<file path="src/rtl/cpu_ctrl_pkg.sv">
// Shared types and constants for the pipeline hazard controller.
// States, forwarding select codes and per-source hit helpers.
package cpu_ctrl_pkg;

  localparam int REG_ADDR_W = 5;

  typedef enum logic [1:0] {
    ST_IDLE  = 2'd0,
    ST_RUN   = 2'd1,
    ST_STALL = 2'd2,
    ST_FLUSH = 2'd3
  } ctrl_state_e;

  localparam logic [1:0] FWD_REGFILE = 2'b00;
  localparam logic [1:0] FWD_WB      = 2'b01;
  localparam logic [1:0] FWD_EXMEM   = 2'b10;

  typedef struct packed {
    logic ex;
    logic mem;
    logic wb;
  } hit_t;

  // Nearest producer wins.
  function automatic logic [1:0] fwd_sel(hit_t h);
    if (h.ex)       return FWD_EXMEM;
    else if (h.mem) return FWD_WB;
    else            return FWD_REGFILE;
  endfunction

  function automatic logic [1:0] raw_wait(hit_t h);
    if (h.ex)       return 2'd3;
    else if (h.mem) return 2'd2;
    else if (h.wb)  return 2'd1;
    else            return 2'd0;
  endfunction

endpackage

</file>
<file path="src/rtl/hazard_cmp.sv">
// Matches one ID source register against the EX/MEM/WB writers.
// x0 and unused sources never produce a hit.
module hazard_cmp
  import cpu_ctrl_pkg::*;
#(
  parameter int AW = 5
) (
  input  logic [AW-1:0] src,
  input  logic          use_src,
  input  logic [AW-1:0] ex_rd,
  input  logic          ex_wr,
  input  logic [AW-1:0] mem_rd,
  input  logic          mem_wr,
  input  logic [AW-1:0] wb_rd,
  input  logic          wb_wr,
  output hit_t          hit
);

  logic live;

  assign live = use_src && (src != '0);

  always_comb begin
    hit     = '0;
    hit.ex  = live && ex_wr && (ex_rd == src);
    hit.mem = live && mem_wr && (mem_rd == src);
    hit.wb  = live && wb_wr && (wb_rd == src);
  end

endmodule

</file>
<file path="src/rtl/pipeline_hazard_ctrl.sv">
// Stall/flush/forward sequencer for the 5-stage core; all outputs registered.
// Define FORWARDING_EN for bypassing with a load-use bubble; else RAW stalls.
module pipeline_hazard_ctrl #(
  parameter int REG_ADDR_W = cpu_ctrl_pkg::REG_ADDR_W,
  parameter int CNT_W      = 32
) (
  input  logic                  clk,
  input  logic                  srst,
  input  logic                  enable,
  input  logic [REG_ADDR_W-1:0] id_rs1,
  input  logic [REG_ADDR_W-1:0] id_rs2,
  input  logic                  id_use_rs1,
  input  logic                  id_use_rs2,
  input  logic [REG_ADDR_W-1:0] ex_rd,
  input  logic                  ex_reg_write,
  input  logic                  ex_mem_read,
  input  logic [REG_ADDR_W-1:0] mem_rd,
  input  logic                  mem_reg_write,
  input  logic [REG_ADDR_W-1:0] wb_rd,
  input  logic                  wb_reg_write,
  input  logic                  mem_redirect,
  output logic                  pc_en,
  output logic                  if_id_en,
  output logic                  if_id_flush,
  output logic                  id_ex_flush,
  output logic                  ex_mem_flush,
  output logic [1:0]            fwd_a_sel,
  output logic [1:0]            fwd_b_sel,
  output logic [1:0]            state,
  output logic [CNT_W-1:0]      stall_cnt,
  output logic [CNT_W-1:0]      flush_cnt
);

  import cpu_ctrl_pkg::*;

  ctrl_state_e st;
  logic [1:0]  stall_rem;
  hit_t        h1;
  hit_t        h2;
  logic [1:0]  wait_n;
  logic [1:0]  fa;
  logic [1:0]  fb;

  hazard_cmp #(.AW(REG_ADDR_W)) u_rs1 (
    .src     (id_rs1),
    .use_src (id_use_rs1),
    .ex_rd   (ex_rd),
    .ex_wr   (ex_reg_write),
    .mem_rd  (mem_rd),
    .mem_wr  (mem_reg_write),
    .wb_rd   (wb_rd),
    .wb_wr   (wb_reg_write),
    .hit     (h1)
  );

  hazard_cmp #(.AW(REG_ADDR_W)) u_rs2 (
    .src     (id_rs2),
    .use_src (id_use_rs2),
    .ex_rd   (ex_rd),
    .ex_wr   (ex_reg_write),
    .mem_rd  (mem_rd),
    .mem_wr  (mem_reg_write),
    .wb_rd   (wb_rd),
    .wb_wr   (wb_reg_write),
    .hit     (h2)
  );

`ifdef FORWARDING_EN
  logic unused_wb;
  assign unused_wb = h1.wb ^ h2.wb;

  always_comb begin
    wait_n = 2'd0;
    if (ex_mem_read && (h1.ex || h2.ex))
      wait_n = 2'd1;
    fa = fwd_sel(h1);
    fb = fwd_sel(h2);
  end
`else
  logic unused_ld;
  assign unused_ld = ex_mem_read;

  // Worst of the two sources sets the stall length.
  always_comb begin
    wait_n = raw_wait(h1);
    if (raw_wait(h2) > wait_n)
      wait_n = raw_wait(h2);
    fa = FWD_REGFILE;
    fb = FWD_REGFILE;
  end
`endif

  assign state = st;

  always_ff @(posedge clk) begin
    if (srst) begin
      st           <= ST_IDLE;
      stall_rem    <= 2'd0;
      pc_en        <= 1'b0;
      if_id_en     <= 1'b0;
      if_id_flush  <= 1'b0;
      id_ex_flush  <= 1'b0;
      ex_mem_flush <= 1'b0;
      fwd_a_sel    <= FWD_REGFILE;
      fwd_b_sel    <= FWD_REGFILE;
      stall_cnt    <= '0;
      flush_cnt    <= '0;
    end else begin
      pc_en        <= 1'b0;
      if_id_en     <= 1'b0;
      if_id_flush  <= 1'b0;
      id_ex_flush  <= 1'b0;
      ex_mem_flush <= 1'b0;
      fwd_a_sel    <= FWD_REGFILE;
      fwd_b_sel    <= FWD_REGFILE;
      if (!enable) begin
        st        <= ST_IDLE;
        stall_rem <= 2'd0;
      end else if (st == ST_IDLE) begin
        st       <= ST_RUN;
        pc_en    <= 1'b1;
        if_id_en <= 1'b1;
      end else if (mem_redirect) begin
        st           <= ST_FLUSH;
        stall_rem    <= 2'd0;
        pc_en        <= 1'b1;
        if_id_en     <= 1'b1;
        if_id_flush  <= 1'b1;
        id_ex_flush  <= 1'b1;
        ex_mem_flush <= 1'b1;
        flush_cnt    <= flush_cnt + CNT_W'(1);
      end else if (st == ST_FLUSH) begin
        st       <= ST_RUN;
        pc_en    <= 1'b1;
        if_id_en <= 1'b1;
      end else if (st == ST_STALL && stall_rem != 2'd0) begin
        stall_rem   <= stall_rem - 2'd1;
        id_ex_flush <= 1'b1;
        stall_cnt   <= stall_cnt + CNT_W'(1);
      end else if (wait_n != 2'd0) begin
        st          <= ST_STALL;
        stall_rem   <= wait_n - 2'd1;
        id_ex_flush <= 1'b1;
        stall_cnt   <= stall_cnt + CNT_W'(1);
      end else begin
        st        <= ST_RUN;
        pc_en     <= 1'b1;
        if_id_en  <= 1'b1;
        fwd_a_sel <= fa;
        fwd_b_sel <= fb;
      end
    end
  end

endmodule

</file>
<file path="config.mk">
export PLATFORM = sky130hd
export DESIGN_NAME = pipeline_hazard_ctrl
export DESIGN_NICKNAME = d
export VERILOG_FILES = /design/src/rtl/cpu_ctrl_pkg.sv /design/src/rtl/hazard_cmp.sv /design/src/rtl/pipeline_hazard_ctrl.sv
export SDC_FILE = /design/constraint.sdc
export NUM_CORES = 1
export LEC_CHECK = 0
export ABC_AREA = 1
export BUFFER_PORTS_ARGS = -buffer_cell sky130_fd_sc_hd__buf_2
export CAP_MARGIN = 20
export CORE_MARGIN = 1.5
export CORE_UTILIZATION = 30
export DETAILED_ROUTE_END_ITERATION = 6
export SLEW_MARGIN = 20
export SYNTH_ARGS = -nofsm -noshare
export SYNTH_HDL_FRONTEND = slang
export SYNTH_SLANG_ARGS = --single-unit
</file>
<file path="constraint.sdc">
create_clock -name clk -period 2.8 [get_ports clk]
set_input_delay 0.28 -clock clk [delete_from_list [all_inputs] [get_ports clk]]
set_output_delay 0.28 -clock clk [all_outputs]
set_load 0.005 [all_outputs]
</file>
======== Yosys cells after proc, flatten, opt, wreduce, memory -nomap -nowiden ========
Index checks and enable logic that the tools add are counted.
operators by class
  $add $sub $neg .......................... 4
  $lt $le $gt $ge ......................... 1
  equal/unequal tests ..................... 11
  muxes and demuxes ....................... 28
  bitwise operators ....................... 4
  reduce and logical (&&, ||, !) cells .... 27
operator list
  kind                     number
  $add A32 B1 Y32 const B  2
  $mux W32                 2
  $eq A5 B5 Y1             6
  $mux W2                  13
  $logic_and A1 B1 Y1      15
  $mux W1                  13
  $reduce_bool A5 Y1       2
  $reduce_and A3 Y1        2
  $reduce_bool A2 Y1       3
  $reduce_and A5 Y1        1
  $eq A2 B2 Y1 const B     2
  $ne A4 B4 Y1 const B     1
  $not A1 Y1               4
  $sub A2 B1 Y2 const B    2
  $ne A3 B3 Y1 const B     1
  $reduce_bool A3 Y1       1
  $reduce_or A3 Y1         1
  $gt A2 B2 Y1             1
  $logic_not A2 Y1         1
  $ne A2 B2 Y1 const B     1
  $reduce_or A2 Y1         1
storage, ports and cells
  register bits ........................... 71
  output and inout bits ................... 75
  word-level logic and storage cells ...... 83

======== Longest topological paths before layout ========
  word-level depth ........................ 15
  mapped depth ............................ 21

======== By module ========
A second synthesis with hierarchy kept.
unflattened totals
  cells, all modules ...................... 856
  area, all modules ....................... 4982.3 µm²
modules (own cells, without submodules)
  module                instances  cells an instance  area each (µm²)
  pipeline_hazard_ctrl  1          694                4361.7
  hazard_cmp            2          81                 310.3

======== Least setup slack after synthesis ========
Ideal clock, no wire load.
  path kind ............................... input to register
  start ................................... input port ex_rd[2]
  end ..................................... register stall_cnt[8]
  arrival time ............................ 1.972 ns
  setup slack ............................. 0.695 ns
  stages on the path ...................... 17
  cell sequence ........................... xnor2_1 nand2_1 nor2_1 nand3_1 o21ai_0 inv_1 ha_1 nor2_1 o21a_1 inv_1 nand3_2 nand2_4 nand2_4 buf_6 buf_6 nand4_1 a21oi_1
between the ends
  word-level cells in the longest chain between the ends .. 8
  elaborated cells on any way between the ends .. 11
  classes of those cells .................. 1 x order compare; 2 x eq/ne; 3 x mux; 5 x reduce/logical
RTL lines
  what                                     RTL line                     text
  from (decl)                              pipeline_hazard_ctrl.sv:14   input logic [REG_ADDR_W-1:0] ex_rd,
  $eq A5 B5 Y1                             hazard_cmp.sv:25             hit.ex = live && ex_wr && (ex_rd == src);
  $logic_and A1 B1 Y1                      hazard_cmp.sv:25
  $mux W2                                  cpu_ctrl_pkg.sv:32           if (h.ex) return 2'd3;
  $gt A2 B2 Y1                             pipeline_hazard_ctrl.sv:86   if (raw_wait(h2) > wait_n)
  $mux W2 (*)                              pipeline_hazard_ctrl.sv:86
  $reduce_bool A2 Y1 (*)                   pipeline_hazard_ctrl.sv:140  end else if (wait_n != 2'd0) begin
  $reduce_bool A2 Y1 (no source line) (*)  -
  $reduce_and A5 Y1 (no source line) (*)   -
  to (signal assigned)                     pipeline_hazard_ctrl.sv:139  stall_cnt <= stall_cnt + CNT_W'(1);
  to (signal assigned)                     pipeline_hazard_ctrl.sv:144  stall_cnt <= stall_cnt + CNT_W'(1);
  to (decl)                                pipeline_hazard_ctrl.sv:30   output logic [CNT_W-1:0] stall_cnt,
Mark *: on every way between the ends. The rest lies on a longest branch, timed or not.
A chain may end at the register's enable or synchronous reset.

======== Final worst setup path ========
  start ................................... input port id_rs2[2]
  end ..................................... register stall_cnt[7]
between the ends
  word-level cells in the longest chain between the ends .. 12
  elaborated cells on any way between the ends .. 19
  classes of those cells .................. 1 x order compare; 3 x eq/ne; 4 x mux; 11 x reduce/logical
RTL lines
  what                                     RTL line                     text
  from (decl)                              pipeline_hazard_ctrl.sv:11   input logic [REG_ADDR_W-1:0] id_rs2,
  $reduce_bool A5 Y1                       hazard_cmp.sv:21             assign live = use_src && (src != '0);
  $logic_and A1 B1 Y1                      hazard_cmp.sv:21
  $logic_and A1 B1 Y1 (2 in a row)         hazard_cmp.sv:27             hit.wb = live && wb_wr && (wb_rd == src);
  $mux W1                                  cpu_ctrl_pkg.sv:34           else if (h.wb) return 2'd1;
  $mux W2                                  cpu_ctrl_pkg.sv:33           else if (h.mem) return 2'd2;
  $mux W2 (*)                              cpu_ctrl_pkg.sv:32
  $gt A2 B2 Y1                             pipeline_hazard_ctrl.sv:86
  $mux W2 (*)                              pipeline_hazard_ctrl.sv:86
  $reduce_bool A2 Y1 (*)                   pipeline_hazard_ctrl.sv:140
  $reduce_bool A2 Y1 (no source line) (*)  -
  $reduce_and A5 Y1 (no source line) (*)   -
Marked as above.

==> impl_metrics.env <==
export IMPL_status="completed"
export IMPL_place_hpwl_um=9527
export IMPL_netlist_top_cells_area="dfxtp_1 (30%), nand2_1 (14%), inv_1 (8.8%), nor2_1 (7.8%), nand3_1 (5.4%)"
export IMPL_clk_latency_ns=0.34
export IMPL_wl_met2_um=5361
export IMPL_critical_path_buf_inv_count=4
export IMPL_numPortBuffers=104
export IMPL_rows=45
export IMPL_end_kind="flop"
export IMPL_maxCapViolations=0
export IMPL_fillers=1625
export IMPL_grt_pass1_wl_um=20700
export IMPL_multi_input_area_um2=2681
export IMPL_cts_resized_gates=0
export IMPL_area_delta_synth_final_pct=22.70
export IMPL_max_vdd_ir_drop_v=0.0002756
export IMPL_routed_top_layer="met4"
export IMPL_path_class="in -> reg"
export IMPL_drt_pass1_iter_count=4
export IMPL_synth_top_family_by_area="simple AND/OR/NAND/NOR gates"
export IMPL_synth_xor_xnor_area_share=0.04872
export IMPL_synth_top_area_frac=0.3041
export IMPL_max_slew_margin=0.3725
export IMPL_synth_cell_types=39
export IMPL_fp_dieH_um=127.8
export IMPL_skew_ns=0.006847
export IMPL_synth_area_um2=4674
export IMPL_worstPathRequired_ns=3.03
export IMPL_finalPower_mw=2.624
export IMPL_worst_setup_path_start_kind="input pin"
export IMPL_final_antenna_net_count=0
export IMPL_dr_wl_met3_um=644
export IMPL_muxShareOfSynthArea=0
export IMPL_yosysWarnings=0
export IMPL_gp_congestion=0.8607
export IMPL_cp_slowest_stage_delay_ns=0.29
export IMPL_cts_sinks=71
export IMPL_via_per_inst=4.624
export IMPL_crit_path_frequent_cell="nor2_1"
export IMPL_cts_buffer_depth=2
export IMPL_worstPathMaxFanout=20
export IMPL_crit_family="simple AND/OR/NAND/NOR gates"
export IMPL_syn_inst=740
export IMPL_max_slew_worst_pin_slew_ns=0.9401
export IMPL_n_antenna_cell=0
export IMPL_timing_fmax_mhz=445.9
export IMPL_grt_max_degree=40
export IMPL_power_per_cell_area_nw_per_um2=457.5
export IMPL_synth_area_leader_cell="dfxtp_1"
export IMPL_holdBufCountCts=0
export IMPL_avgSynthCellArea_um2=6.317
export IMPL_antenna_found_initial=0
export IMPL_fin_crit_sh=0.8009
export IMPL_cts_tree="yes"
export IMPL_grt_pass1_vias=4393
export IMPL_start_util=0.3075
export IMPL_hold_path_class="in -> reg"
export IMPL_ioPinCount=110
export IMPL_die_area_um2=16340
export IMPL_drc=0
export IMPL_drt_iter0_drc=316
export IMPL_fp_dieW_um=127.8
export IMPL_regArea_um2=1421
export IMPL_cp_arrival_ns=2.47
export IMPL_cp_cell_sequence="buf_2 > xnor2_1 > nand2_1 > nor2_1 > nand3_1 > nand2_1 > inv_1 > ha_1 > nor2_1 > o21a_1 > inv_1 > nand3_2 > nand2_4 > nand2_4 > buf_12 > nand3_1 > o21ai_0 > nor2_1"
export IMPL_numCtsBuffers=9
export IMPL_synth_seq_cells=71
export IMPL_drv_slew=0
export IMPL_cts_root_buf="clkbuf_16"
export IMPL_clk_pin_slew_worst_paths_ns=0.06
export IMPL_rsz0062_at_grt="no"
export IMPL_synthSimpleGateAreaFrac=0.4111
export IMPL_post_drt_wl_per_cell_um=12.04
export IMPL_postCtsSetupBuffers=0
export IMPL_synth_compound_area_frac=0.08860
export IMPL_synth_seq_area_share=0.3041
export IMPL_via_count=4781
export IMPL_finalSetupViolations=0
export IMPL_wl_met1_um=6207
export IMPL_min_period_ns=2.242
export IMPL_hold_viol=0
export IMPL_synthAdderAreaFrac=0.02141
export IMPL_nets=884
export IMPL_finalSetupTns_ns=0
export IMPL_gr_total_overflow=0
export IMPL_htree_num_levels=3
export IMPL_routed_wl_um=12450
export IMPL_grt_usage=0.1563
export IMPL_drive_gt1_frac=0.1927
export IMPL_power_leakage_nw=2.545
export IMPL_core_area_um2=15200
export IMPL_crit_slowest_cell="ha_1"
==> registers in the layout, indices dropped and copies added, names as in the netlist <==
register	flops
flush_cnt	32
stall_cnt	32
state	2
id_ex_flush	1
ex_mem_flush	1
stall_rem	2
if_id_en	1
==> area by class of cell <==
| type | instances | area share |
|---|---|---|
| clock buffers | 11 | 0.04407 |
| clock inverters | 5 | 0.01811 |
| inverters | 118 | 0.07723 |
| multi-input cells | 530 | 0.4675 |
| flip-flops and latches | 71 | 0.2478 |
| well taps | 188 | 0.04101 |
| repair buffers | 111 | 0.1043 |
==> worst register-to-register path, stage by stage, from the launching register on <==
cell and delay, ns:
dfxtp_1 0.37, inv_1 0.08, ha_1 0.21, inv_1 0.15, nand3_4 0.17, nor2_4 0.19
nand4_4 0.14, nor2_4 0.15, nand2_2 0.09, nor2_2 0.15, nand2_1 0.12, nor2_2 0.11
a21oi_1 0.07, o21a_1 0.12
==> final timing paths <==
kind | startpoint | endpoint | slack (ns) | cells past startpoint
min | mem_redirect | id_ex_flush | 0.32 | 3
max | id_rs2[2] | stall_cnt[7] | 0.56 | 18
min reg2reg | flush_cnt[31] | flush_cnt[31] | 0.47 | 2
max reg2reg | state[0] | flush_cnt[29] | 0.57 | 13
==> cell usage after synthesis (all sizes together) <==
library cell,instances
a31oi,1
o21ai,32
ha,8
dfxtp,71
nand3,56
nor3b,2
inv,117
o31ai,1
clkinv,1
or2,1
conb,1
and3,1
nor4,6
nand3b,2
clkbuf,7
xor2,13
nand4,35
nor3,26
a211oi,1
o21a,6
nor2,107
xnor2,13
o21bai,1
buf,17
nand2,178
a21oi,36
==> stage by stage <==
step / hold slack, ns / cell area (um^2) / instances / worst slack (ns) / util
6_report: 0.3249 / 5736 / 1034 / 0.5576 / 0.3773
4_1_cts: 0.3129 / 5736 / 1034 / 0.5569 / 0.3773
5_1_grt: 0.3373 / 5736 / 1034 / 0.3039 / 0.3773
3_3_place_gp: 0.4549 / 5379 / 1018 / 0.2306 / 0.3538
2_1_floorplan: 0.4552 / 4686 / 743 / 0.6953 / -
3_5_place_dp: 0.4634 / 5379 / 1018 / 0.2105 / 0.3538
==> per-layer routing <==
| metal | vias up | GRT usage |
|---|---|---|
| met4 | 0 | 0.05882 |
| met1 | 2086 | 0.2086 |
| li1 | 2578 | - |
| met5 | - | 0 |
| met2 | 99 | 0.2464 |
| met3 | 18 | 0.03506 |
==> power by group <==
group | leakage [nW] | internal (mW) | switching (mW)
sequential | 0.572 | 1.01 | 0.00351
combinational | 1.80 | 0.0876 | 0.155
clock | 0.176 | 0.918 | 0.446
==> cell usage in the layout (no fill, tap or decap), drive strengths merged, types with 26 or more instances in the layout <==
cell     n
dfxtp   71
nand3   56
inv    117
a21oi   36
nor2   107
buf    111
nor3    26
nand4   35
nand2  178
o21ai   32
==> cells by family after synthesis <==
group                      count (synthesis)
AOI/OAI and AO/OA                         78
xor gates and xnor gates                  26
adders and majority gates                  8
buffers and inverters                    142
DFF                                       71
other                                      1
and+or+nand+nor                          414
(Power assumes the default switching activity.)
